==> src/rtl/debounce_defs.sv <==
// Shared definitions for the button front-ends: FSM state encodings and default qualification length.
package debounce_defs;

    localparam int unsigned STABLE_CYCLES_DEFAULT = 4;

    typedef logic [1:0] state_t;

    localparam state_t IDLE_LOW  = 2'd0;
    localparam state_t WAIT_HIGH = 2'd1;
    localparam state_t IDLE_HIGH = 2'd2;
    localparam state_t WAIT_LOW  = 2'd3;

endpackage

==> src/rtl/sync_2ff.sv <==
// Two-flop synchronizer for a single asynchronous input; clears to 0 on reset.
module sync_2ff (
    input  logic clk,
    input  logic reset,
    input  logic d,
    output logic q
);

    logic s1;

    always_ff @(posedge clk) begin
        if (reset) begin
            s1 <= 1'b0;
            q  <= 1'b0;
        end else begin
            s1 <= d;
            q  <= s1;
        end
    end

endmodule

==> src/rtl/debounce_toggle_pulse.sv <==
// Push-button debouncer: qualifies the synchronized input and emits one-cycle press/release pulses.
module debounce_toggle_pulse
    import debounce_defs::*;
#(
    parameter int unsigned STABLE_CYCLES = STABLE_CYCLES_DEFAULT
) (
    input  logic clk,
    input  logic reset,
    input  logic btn_in,
    output logic btn_level,
    output logic t_pulse,
    output logic rel_pulse,
    output logic busy
);

    localparam int unsigned CNT_W = $clog2(STABLE_CYCLES + 1);
    localparam logic [CNT_W-1:0] CNT_LAST = CNT_W'(STABLE_CYCLES - 1);
    localparam logic [CNT_W-1:0] CNT_ONE  = CNT_W'(1);

    logic             s2;
    state_t           state;
    state_t           state_nxt;
    logic [CNT_W-1:0] cnt;
    logic [CNT_W-1:0] cnt_nxt;
    logic             level_nxt;
    logic             t_nxt;
    logic             rel_nxt;
    logic             busy_nxt;

    sync_2ff u_sync (
        .clk   (clk),
        .reset (reset),
        .d     (btn_in),
        .q     (s2)
    );

    // State, counter and output registers; reset discards any pending qualification.
    always_ff @(posedge clk) begin
        if (reset) begin
            state     <= IDLE_LOW;
            cnt       <= '0;
            btn_level <= 1'b0;
            t_pulse   <= 1'b0;
            rel_pulse <= 1'b0;
            busy      <= 1'b0;
        end else begin
            state     <= state_nxt;
            cnt       <= cnt_nxt;
            btn_level <= level_nxt;
            t_pulse   <= t_nxt;
            rel_pulse <= rel_nxt;
            busy      <= busy_nxt;
        end
    end

    // Next state: a level change is accepted on the STABLE_CYCLES-th consecutive matching sample.
    always_comb begin
        state_nxt = state;
        cnt_nxt   = cnt;
        level_nxt = btn_level;
        t_nxt     = 1'b0;
        rel_nxt   = 1'b0;
        case (state)
            IDLE_LOW: begin
                if (s2) begin
                    state_nxt = WAIT_HIGH;
                    cnt_nxt   = CNT_ONE;
                end else begin
                    cnt_nxt = '0;
                end
            end
            WAIT_HIGH: begin
                if (!s2) begin
                    state_nxt = IDLE_LOW;
                    cnt_nxt   = '0;
                end else if (cnt == CNT_LAST) begin
                    state_nxt = IDLE_HIGH;
                    level_nxt = 1'b1;
                    t_nxt     = 1'b1;
                    cnt_nxt   = '0;
                end else begin
                    cnt_nxt = cnt + CNT_ONE;
                end
            end
            IDLE_HIGH: begin
                if (!s2) begin
                    state_nxt = WAIT_LOW;
                    cnt_nxt   = CNT_ONE;
                end else begin
                    cnt_nxt = '0;
                end
            end
            WAIT_LOW: begin
                if (s2) begin
                    state_nxt = IDLE_HIGH;
                    cnt_nxt   = '0;
                end else if (cnt == CNT_LAST) begin
                    state_nxt = IDLE_LOW;
                    level_nxt = 1'b0;
                    rel_nxt   = 1'b1;
                    cnt_nxt   = '0;
                end else begin
                    cnt_nxt = cnt + CNT_ONE;
                end
            end
            default: begin
                state_nxt = IDLE_LOW;
                cnt_nxt   = '0;
            end
        endcase
        busy_nxt = (state_nxt == WAIT_HIGH) || (state_nxt == WAIT_LOW);
    end

endmodule
==> config.mk <==
export PLATFORM = sky130hd
export DESIGN_NAME = debounce_toggle_pulse
export DESIGN_NICKNAME = d
export VERILOG_FILES = /design/src/rtl/debounce_defs.sv /design/src/rtl/sync_2ff.sv /design/src/rtl/debounce_toggle_pulse.sv
export SDC_FILE = /design/constraint.sdc
export NUM_CORES = 1
export LEC_CHECK = 0
export CAP_MARGIN = 20
export CORE_AREA = 3 3 40 42
export DETAILED_ROUTE_END_ITERATION = 8
export DIE_AREA = 0 0 43 45
export GPL_ROUTABILITY_DRIVEN = 0
export HOLD_SLACK_MARGIN = 0.06
export PLACE_DENSITY = 0.49
export SLEW_MARGIN = 40
export SYNTH_ARGS = -nofsm -noshare
export SYNTH_HDL_FRONTEND = slang
export SYNTH_HIERARCHICAL = 1
export SYNTH_SLANG_ARGS = --single-unit
export TNS_END_PERCENT = 50
==> constraint.sdc <==
create_clock -name clk -period 1.41 [get_ports clk]
set_input_delay 0.282 -clock clk [delete_from_list [all_inputs] [get_ports clk]]
set_output_delay 0.282 -clock clk [all_outputs]
set_load 0.05 [all_outputs]
## Word-level counts from Yosys, hierarchy flattened

Cells that the tools add are included.

- Flip-flop bits (word level): 11
- Input port bits: 3
- Logic and storage cells: 47

- $add $sub $neg: 1
- Equality and inequality tests: 10
- Muxes and demuxes: 19
- Bitwise gates (word level): 3
- Reduce and logical (&&, ||, !) cells: 6

Operators with widths:

| kind | count |
|---|---|
| 2-to-1 mux 2 bit | 6 |
| case mux 3 bit (4 select lines) | 1 |
| 2-to-1 mux 3 bit | 3 |
| case mux 2 bit (4 select lines) | 1 |
| 2-to-1 mux 1 bit | 7 |
| equality test 2 bit, second input constant | 3 |
| inequality test 2 bit, second input constant | 3 |
| OR reduction 3 bit | 2 |
| AND reduction 5 bit | 1 |
| equality test 2 x 1 -> 1 bit, second input constant | 2 |
| adder 3 x 1 -> 3 bit, second input constant | 1 |
| equality test 3 x 2 -> 1 bit, second input constant | 1 |
| inverter 1 bit | 3 |
| zero test 2 bit | 1 |
| inequality test 2 x 1 -> 1 bit, second input constant | 1 |
| case mux 1 bit (2 select lines) | 1 |
| nonzero test 2 bit | 1 |
| logical OR 1 bit | 1 |

## Logic depth before layout (Yosys ltp)

Gate-level depths: netlist (run 1).

- Depth after elaboration: 6
- Depth in mapped cells: 4

## Hierarchy

The synthesis (run 1) kept the hierarchy.

By module, submodules not included:

| module | instances | cells an instance | area each (um^2) | seq. area each (um^2) |
|---|---|---|---|---|
| debounce_toggle_pulse | 1 | 28 | 319.1 | 180.2 |
| sync_2ff | 1 | 4 | 52.6 | 40.0 |

## Worst setup path after synthesis (run 1)

No wires, ideal clock.

- Kind: register to register
- Start: register cnt[0]
- End: register cnt[0]
- Setup time: 0.118 ns
- Arrival: 0.990 ns
- Data required time: 1.292 ns
- Setup slack: 0.302 ns
- Cell stages (with the launch flop): 5
- Buffers on the path: 0
- Clock period less this slack: 1.108 ns
- Cell sequence: dfxtp_1 -> ha_1 -> nand3b_1 -> and3b_1 -> a21boi_2

- Longest elaborated chain between the ends: 4
- Elaborated cells on any way between the ends: 6
- Classes of those cells: add/sub (1); eq/ne (1); mux (4)

RTL lines:

| item | RTL line | text |
|---|---|---|
| start, declared | debounce_toggle_pulse.sv:23 | `logic [CNT_W-1:0] cnt;` |
| start signal, assigned | debounce_toggle_pulse.sv:48 | `cnt <= cnt_nxt;` |
| adder 3 x 1 -> 3 bit or equality test 3 x 2 -> 1 bit (tied branches) | - |  |
| 2-to-1 mux 3 bit (*) | debounce_toggle_pulse.sv:76, debounce_toggle_pulse.sv:97 |  |
| 2-to-1 mux 3 bit (on tied branches) | debounce_toggle_pulse.sv:94, debounce_toggle_pulse.sv:73 |  |
| case mux 3 bit (4 select lines) (*) | debounce_toggle_pulse.sv:63 | `case (state)` |

Mark *: on every way between the ends. The rest lies on a longest branch, timed or not.
A chain may end at the register's enable or synchronous reset.

## Final worst setup path (run 1)

Ends and elaborated chain as after synthesis.

==> impl_metrics.json, run 1 <==
{
  "yosysWarnings": 6,
  "wire_per_inst_um": 10.34,
  "holdPathStages": 1,
  "synth_edf_count": 0,
  "crit_type": "reg2reg",
  "peakVddDrop_mv": 0.5995,
  "htreeDepth": 1,
  "die_h_um": 45,
  "worstSetupStartpointType": "flop",
  "cts_hold_buf": 0,
  "rr_startpoint": "cnt[0]$_SDFF_PP0_",
  "clockBufferDepth": 2,
  "power_density_nw_per_um2": 1108,
  "fmaxAchievable_mhz": 811.7,
  "status": "complete, no violations",
  "fin_tns_setup_ns": 0,
  "rsz0062_at_grt": "no",
  "dp_hpwl_um": 469.6,
  "cts_setup_buffers": 0,
  "min_path_type": "reg2reg",
  "die_w_um": 43,
  "holdWs_ns": 0.4555,
  "post_cts_resized": 0,
  "r2r_end": "cnt[0]$_SDFF_PP0_",
  "p_leak_nw": 0.2084,
  "ys_types": 15,
  "r2r_cells": 4,
  "use_met3_pct": 2.390,
  "report.final.hold_viol_count": 0,
  "totalPowerFinal_mw": 0.5809,
  "netlist_area_um2": 371.6,
  "cts_buffers": 3,
  "globalRouteTotalUtil_pct": 7.789,
  "min_from": "cnt[0]$_SDFF_PP0_",
  "initial_core_util_pct": 28.92,
  "dieArea_um2": 1935,
  "synth_top_area_cell": "dfxtp_1",
  "ys.flop_type": "dfxtp_1",
  "grt_pass1_vias": 265,
  "syn-num-nets": 36,
  "area_delta_synth_final_pct": 41.08,
  "cp_max_fo": 6,
  "skew_ns": 0.001061,
  "drc": 0,
  "final_nets": 48,
  "firstDrtPassIters": 3,
  "relSlewSlack_pct": 80.10,
  "clock_sinks": 11,
  "grt_max_degree": 8,
  "via_count": 263,
  "tritoncts": "yes",
  "tightest_slew_ns": 0.2943,
  "avgSynthCellArea_um2": 11.61,
  "synth_cells": 32,
  "max-cap-violations": 0,
  "ant_nets": 0,
  "end_kind": "flop",
  "cp.required_ns": 1.57,
  "grtUsageMet2_pct": 11.68,
  "clkLatencyLatePin_ns": 0.26,
  "routed_via_density": 4.534,
  "period_needed_ns": 1.232,
  "num_rows": 13,
  "place.port_buffers": 6,
  "post-route-period-util_pct": 87.37,
  "post-synth-top-count-cell": "dfxtp_1",
  "grt_antenna_before_repair": 0,
  "path_clk_slew_ns": 0.07,
  "yosysSeqAreaShare_pct": 59.26,
  "drt_iter0_markers": 1,
  "rrSetupSlack_ns": 0.18,
  "antennaDiodeCount": 0,
  "clock_tree.root_cell": "clkbuf_4",
  "drv_slew": 0,
  "hold_path_end": "cnt[0]$_SDFF_PP0_",
  "grt_pass1_wl_um": 1014,
  "ys_async_sr_fraction_pct": 0,
  "setup_violations": 0,
  "routed_wirelength_um": 600,
  "overflow": 0,
  "ys_ff_latch": 11,
  "synth.top_cells.by_area": "dfxtp_1 (59%), and3b_1 (4.7%), nor4b_1 (4.7%)",
  "grtUsageMet1_pct": 8.088,
  "grt-busiest-layer": "met2",
  "core_um2": 1285,
  "drive_above_1_share_pct": 20.93,
  "nFillCells": 116,
  "critPathArrivalTime_ns": 1.39,
  "io_pins": 7,
  "synth_top_area_share_pct": 59.26
}
report_power, final:
group	switching, mW	internal (mW)	total, mW	leakage, nW
combinational	0.0203	0.0260	0.0462	0.104
clock	0.0996	0.109	0.209	0.0150
sequential	0.00724	0.318	0.326	0.0894
critical path: stages (launching register included):
cell	delay [ns]
dfxtp_1	0.35
ha_1	0.22
nand3b_1	0.19
and3b_1	0.23
a21boi_2	0.14
layout by cell type (no fill, tap or decap):
cell type / n
o21ai_0: 2
nor3b_1: 1
and3b_1: 2
nor2_1: 2
a21oi_1: 2
xor2_1: 1
a21boi_2: 1
nand3b_1: 2
and4b_1: 1
clkbuf_1: 1
nor2b_1: 2
buf_12: 4
clkdlybuf4s50_1: 2
o21bai_1: 1
buf_4: 1
inv_1: 1
nor4b_1: 2
dfxtp_1: 11
clkbuf_4: 3
ha_1: 1
routing by layer:
| metal | routed length, µm | vias up |
|---|---|---|
| met3 | 30 | 2 |
| met4 | 5 | 0 |
| li1 | - | 136 |
| met5 | 0 | - |
| met1 | 274 | 120 |
| met2 | 290 | 5 |
state kept, by name, summed over array words and instances, names as in the netlist:
name,cells
t_pulse,1
u_sync/q,1
u_sync/s1,1
btn_level,1
state,2
busy,1
cnt,3
rel_pulse,1
per-stage QoR:
step / util, % / area [µm²] / instances / setup WS (ns)
6_report: 40.80 / 524.3 / 58 / 0.1780
5_1_grt: 40.80 / 524.3 / 58 / 0.07583
4_1_cts: 40.80 / 524.3 / 58 / 0.1709
3_5_place_dp: 38.75 / 498.0 / 54 / 0.1047
3_3_place_gp: 38.75 / 498.0 / 54 / 0.1680
2_1_floorplan: - / 371.6 / 32 / 0.3017
logic make-up (layout without fill, tap and decap cells):
| kind of cell | after synthesis | count (layout) | synth area share (%) |
|---|---|---|---|
| simple gates | 12 | 12 | 23.57 |
| flops | 11 | 11 | 59.26 |
| compound gates | 6 | 6 | 10.44 |
| fa+ha+maj | 1 | 1 | 3.366 |
| xor+xnor | 1 | 1 | 2.357 |
| buf+inv | 1 | 12 | 1.009 |
area by class of cell:
cell class / count / area, µm² / area share, %
inverters: 1 / 3.754 / 0.7160
repair buffers: 7 / 107.6 / 20.53
multi-input cells: 20 / 147.6 / 28.16
clock buffers: 4 / 26.28 / 5.012
well taps: 15 / 18.77 / 3.580
flip-flops and latches: 11 / 220.2 / 42.00
worst max path at each step:
stage | from | endpoint | slack [ns] | cells past startpoint
after floorplan | cnt[0]$_SDFF_PP0_ | cnt[0]$_SDFF_PP0_ | 0.30 | 4
after global placement | reset | rel_pulse$_SDFF_PP0_ | 0.17 | 3
after detailed placement | reset | t_pulse$_SDFF_PP0_ | 0.10 | 3
after CTS | cnt[0]$_SDFF_PP0_ | cnt[0]$_SDFF_PP0_ | 0.17 | 4
after global routing | cnt[0]$_SDFF_PP0_ | cnt[0]$_SDFF_PP0_ | 0.08 | 4
final | cnt[0]$_SDFF_PP0_ | cnt[0]$_SDFF_PP0_ | 0.18 | 4
No activity file was read; power rests on OpenSTA's default activity.
==> inputs of run 2 (changes only) <==
Settings changed: GPL_TIMING_DRIVEN from default to 0.
==> run 2 against run 1 <==
  * Non-clock buffer count decreased by 1
  * Critical endpoint is now t_pulse
  * Die area unchanged
  * Worst hold slack got worse by 0.0034 ns
  * Via count decreased by 0.38%
  * Critical path type is now reg2out
  * Count of clock-buffer cells in the layout unchanged
  * Highest routed layer unchanged
  * Total power decreased by 1.8%
  * Clock skew increased by 0.00089 ns
  * First-iteration DRC count increased to 4.0 times the previous value
  * Design area decreased by 9.1%
  * Cell count decreased by 1.7%
  * Clock power about the same
==> impl_metrics.json, run 2 (same netlist as run 1, synthesis figures left out) <==
{
  "status": "complete, no violations",
  "min_path_type": "reg2reg",
  "clockBufferDepth": 2,
  "area_delta_synth_final_pct": 28.28,
  "dieArea_um2": 1935,
  "end_kind": "output pin",
  "dp_hpwl_um": 410.4,
  "cts_hold_buf": 0,
  "cp.required_ns": 1.13,
  "wire_per_inst_um": 9.684,
  "drc": 0,
  "via_count": 262,
  "initial_core_util_pct": 28.92,
  "slowest_delay_ns": 0.52,
  "report.final.hold_viol_count": 0,
  "tightest_slew_ns": 0.4899,
  "tritoncts": "yes",
  "layout_common_cells": "dfxtp_1 (11), clkbuf_4 (3)",
  "final_nets": 47,
  "crit_type": "reg2out",
  "die_w_um": 43,
  "p_clk_share_pct": 36.9,
  "power_density_nw_per_um2": 1196,
  "grt_antenna_before_repair": 0,
  "routed_wirelength_um": 552,
  "rr_startpoint": "cnt[0]$_SDFF_PP0_",
  "path_clk_slew_ns": 0.07,
  "regMostFlops": "cnt",
  "cts_buffers": 3,
  "crit_chain": "dlygate4sd2_1",
  "largest_reg_flops": 3,
  "switchingPower_mw": 0.1262,
  "setup_violations": 0,
  "seq_power_share_pct": 56.7,
  "final_core_util_pct": 37.10,
  "r2r_end": "cnt[0]$_SDFF_PP0_",
  "drt_iter0_markers": 4,
  "core_um2": 1285,
  "rrSetupSlack_ns": 0.17,
  "pwr-share-comb_pct": 6.4,
  "holdPathStages": 1,
  "clock_sinks": 11,
  "holdWs_ns": 0.4521,
  "drv_slew": 0,
  "p_leak_nw": 0.1920,
  "worstSetupStartpointType": "flop",
  "num_rows": 13,
  "stdcell_area_um2": 476.7,
  "relSlewSlack_pct": 67.47,
  "max-cap-violations": 0,
  "critPathArrivalTime_ns": 1.09,
  "io_pins": 7,
  "r2r_cells": 4,
  "reg.largest.list": "cnt x3, state x2",
  "cp_max_fo": 1,
  "layout_commonest_cell": "dfxtp_1",
  "firstDrtPassIters": 2,
  "routed_via_density": 4.596,
  "grt_pass1_vias": 222,
  "antennaDiodeCount": 0,
  "overflow": 0,
  "die_h_um": 45,
  "skew_ns": 0.001953,
  "nFillCells": 141,
  "critical_path.top_delay_family": "buffers and inverters",
  "worst-path-buf-inv": 1,
  "ant_nets": 0,
  "clkLatencyLatePin_ns": 0.27,
  "fmaxAchievable_mhz": 730.6,
  "intPower_mw": 0.4440,
  "peakVddDrop_mv": 0.4745,
  "globalRouteTotalUtil_pct": 7.358,
  "grt_max_degree": 10,
  "rsz0062_at_grt": "no",
  "place.port_buffers": 6,
  "post-route-period-util_pct": 97.07,
  "drive_above_1_share_pct": 11.90,
  "grt_pass1_wl_um": 945,
  "placed_area_um2": 450.4,
  "period_needed_ns": 1.369,
  "htreeDepth": 1,
  "min_from": "cnt[0]$_SDFF_PP0_",
  "clock_tree.root_cell": "clkbuf_4",
  "slowest_stage": "dlygate4sd2_1",
  "p_sw_share_pct": 22.13,
  "hold_path_end": "cnt[0]$_SDFF_PP0_"
}
## run 2: changes by cell type in the layout (fill, tap and decap cells not counted)
cell	before	now
buf_12	4	0
clkdlybuf4s15_1	0	2
buf_4	1	0
clkdlybuf4s15_2	0	1
dlygate4sd2_1	0	1
## run 2: worst max path at each step
stage | startpoint | to | slack, ns | cells past startpoint
5_1_grt | t_pulse$_SDFF_PP0_ | t_pulse | 0.009 | 1
6_report | t_pulse$_SDFF_PP0_ | t_pulse | 0.04 | 1
3_5_place_dp | btn_level$_SDFFE_PP0P_ | btn_level | -0.008 | 1
3_3_place_gp | btn_level$_SDFFE_PP0P_ | btn_level | -0.003 | 1
4_1_cts | busy$_SDFF_PP0_ | busy | 0.02 | 1
2_1_floorplan | cnt[0]$_SDFF_PP0_ | cnt[0]$_SDFF_PP0_ | 0.30 | 4
## run 2: worst reg2reg max path, cell delays in order, from the launching register on
cell      delay, ns
dfxtp_1        0.35
ha_1           0.21
nand3b_1       0.19
and3b_1        0.24
a21boi_2       0.15
## run 2: final cells by class
class,count,area [µm²],share of cell area [%]
sequential,11,220.2,46.19
inverter,1,3.754,0.7874
tap,15,18.77,3.937
clock buffer,4,26.28,5.512
timing repair buffer,6,60.06,12.60
multi-input combinational,20,147.6,30.97
## run 2: routing by layer
metal  share of wire, %  vias up  global-route usage (%)  wire length (µm)
met1                 44      116                   7.805               243
li1                   -      135                       -                 -
met2                 44        8                   9.581               243
met3                5.8        3                   3.586                32
met5                  0        -                       0                 0
met4                5.8        0                   9.036                32
## run 2: power by group through the flow
stage / logic [mW] / registers, mW / clock network (mW)
finish: 0.0367 / 0.323 / 0.210
global placement: 0.0376 / 0.330 / 0
CTS: 0.0370 / 0.323 / 0.222
detailed placement: 0.0380 / 0.331 / 0
global route: 0.0388 / 0.324 / 0.242
floorplan: 0.00983 / 0.342 / 0
## run 2: what timing repair did
item	4_1_cts	5_1_grt
setup buffers	0	0
resized for setup	6	2
setup endpoints to repair	4	2
## run 2: stage by stage
step                      setup TNS (ns)  setup WS (ns)  power, mW  instances
after floorplan                        0         0.3017     0.3515         32
after global routing                   0       0.009488     0.6057         57
after CTS                              0        0.01681     0.5822         57
after global placement         -0.002977      -0.002977     0.3679         53
final                                  0        0.04134     0.5702         57
after detailed placement       -0.008109      -0.008109     0.3686         53
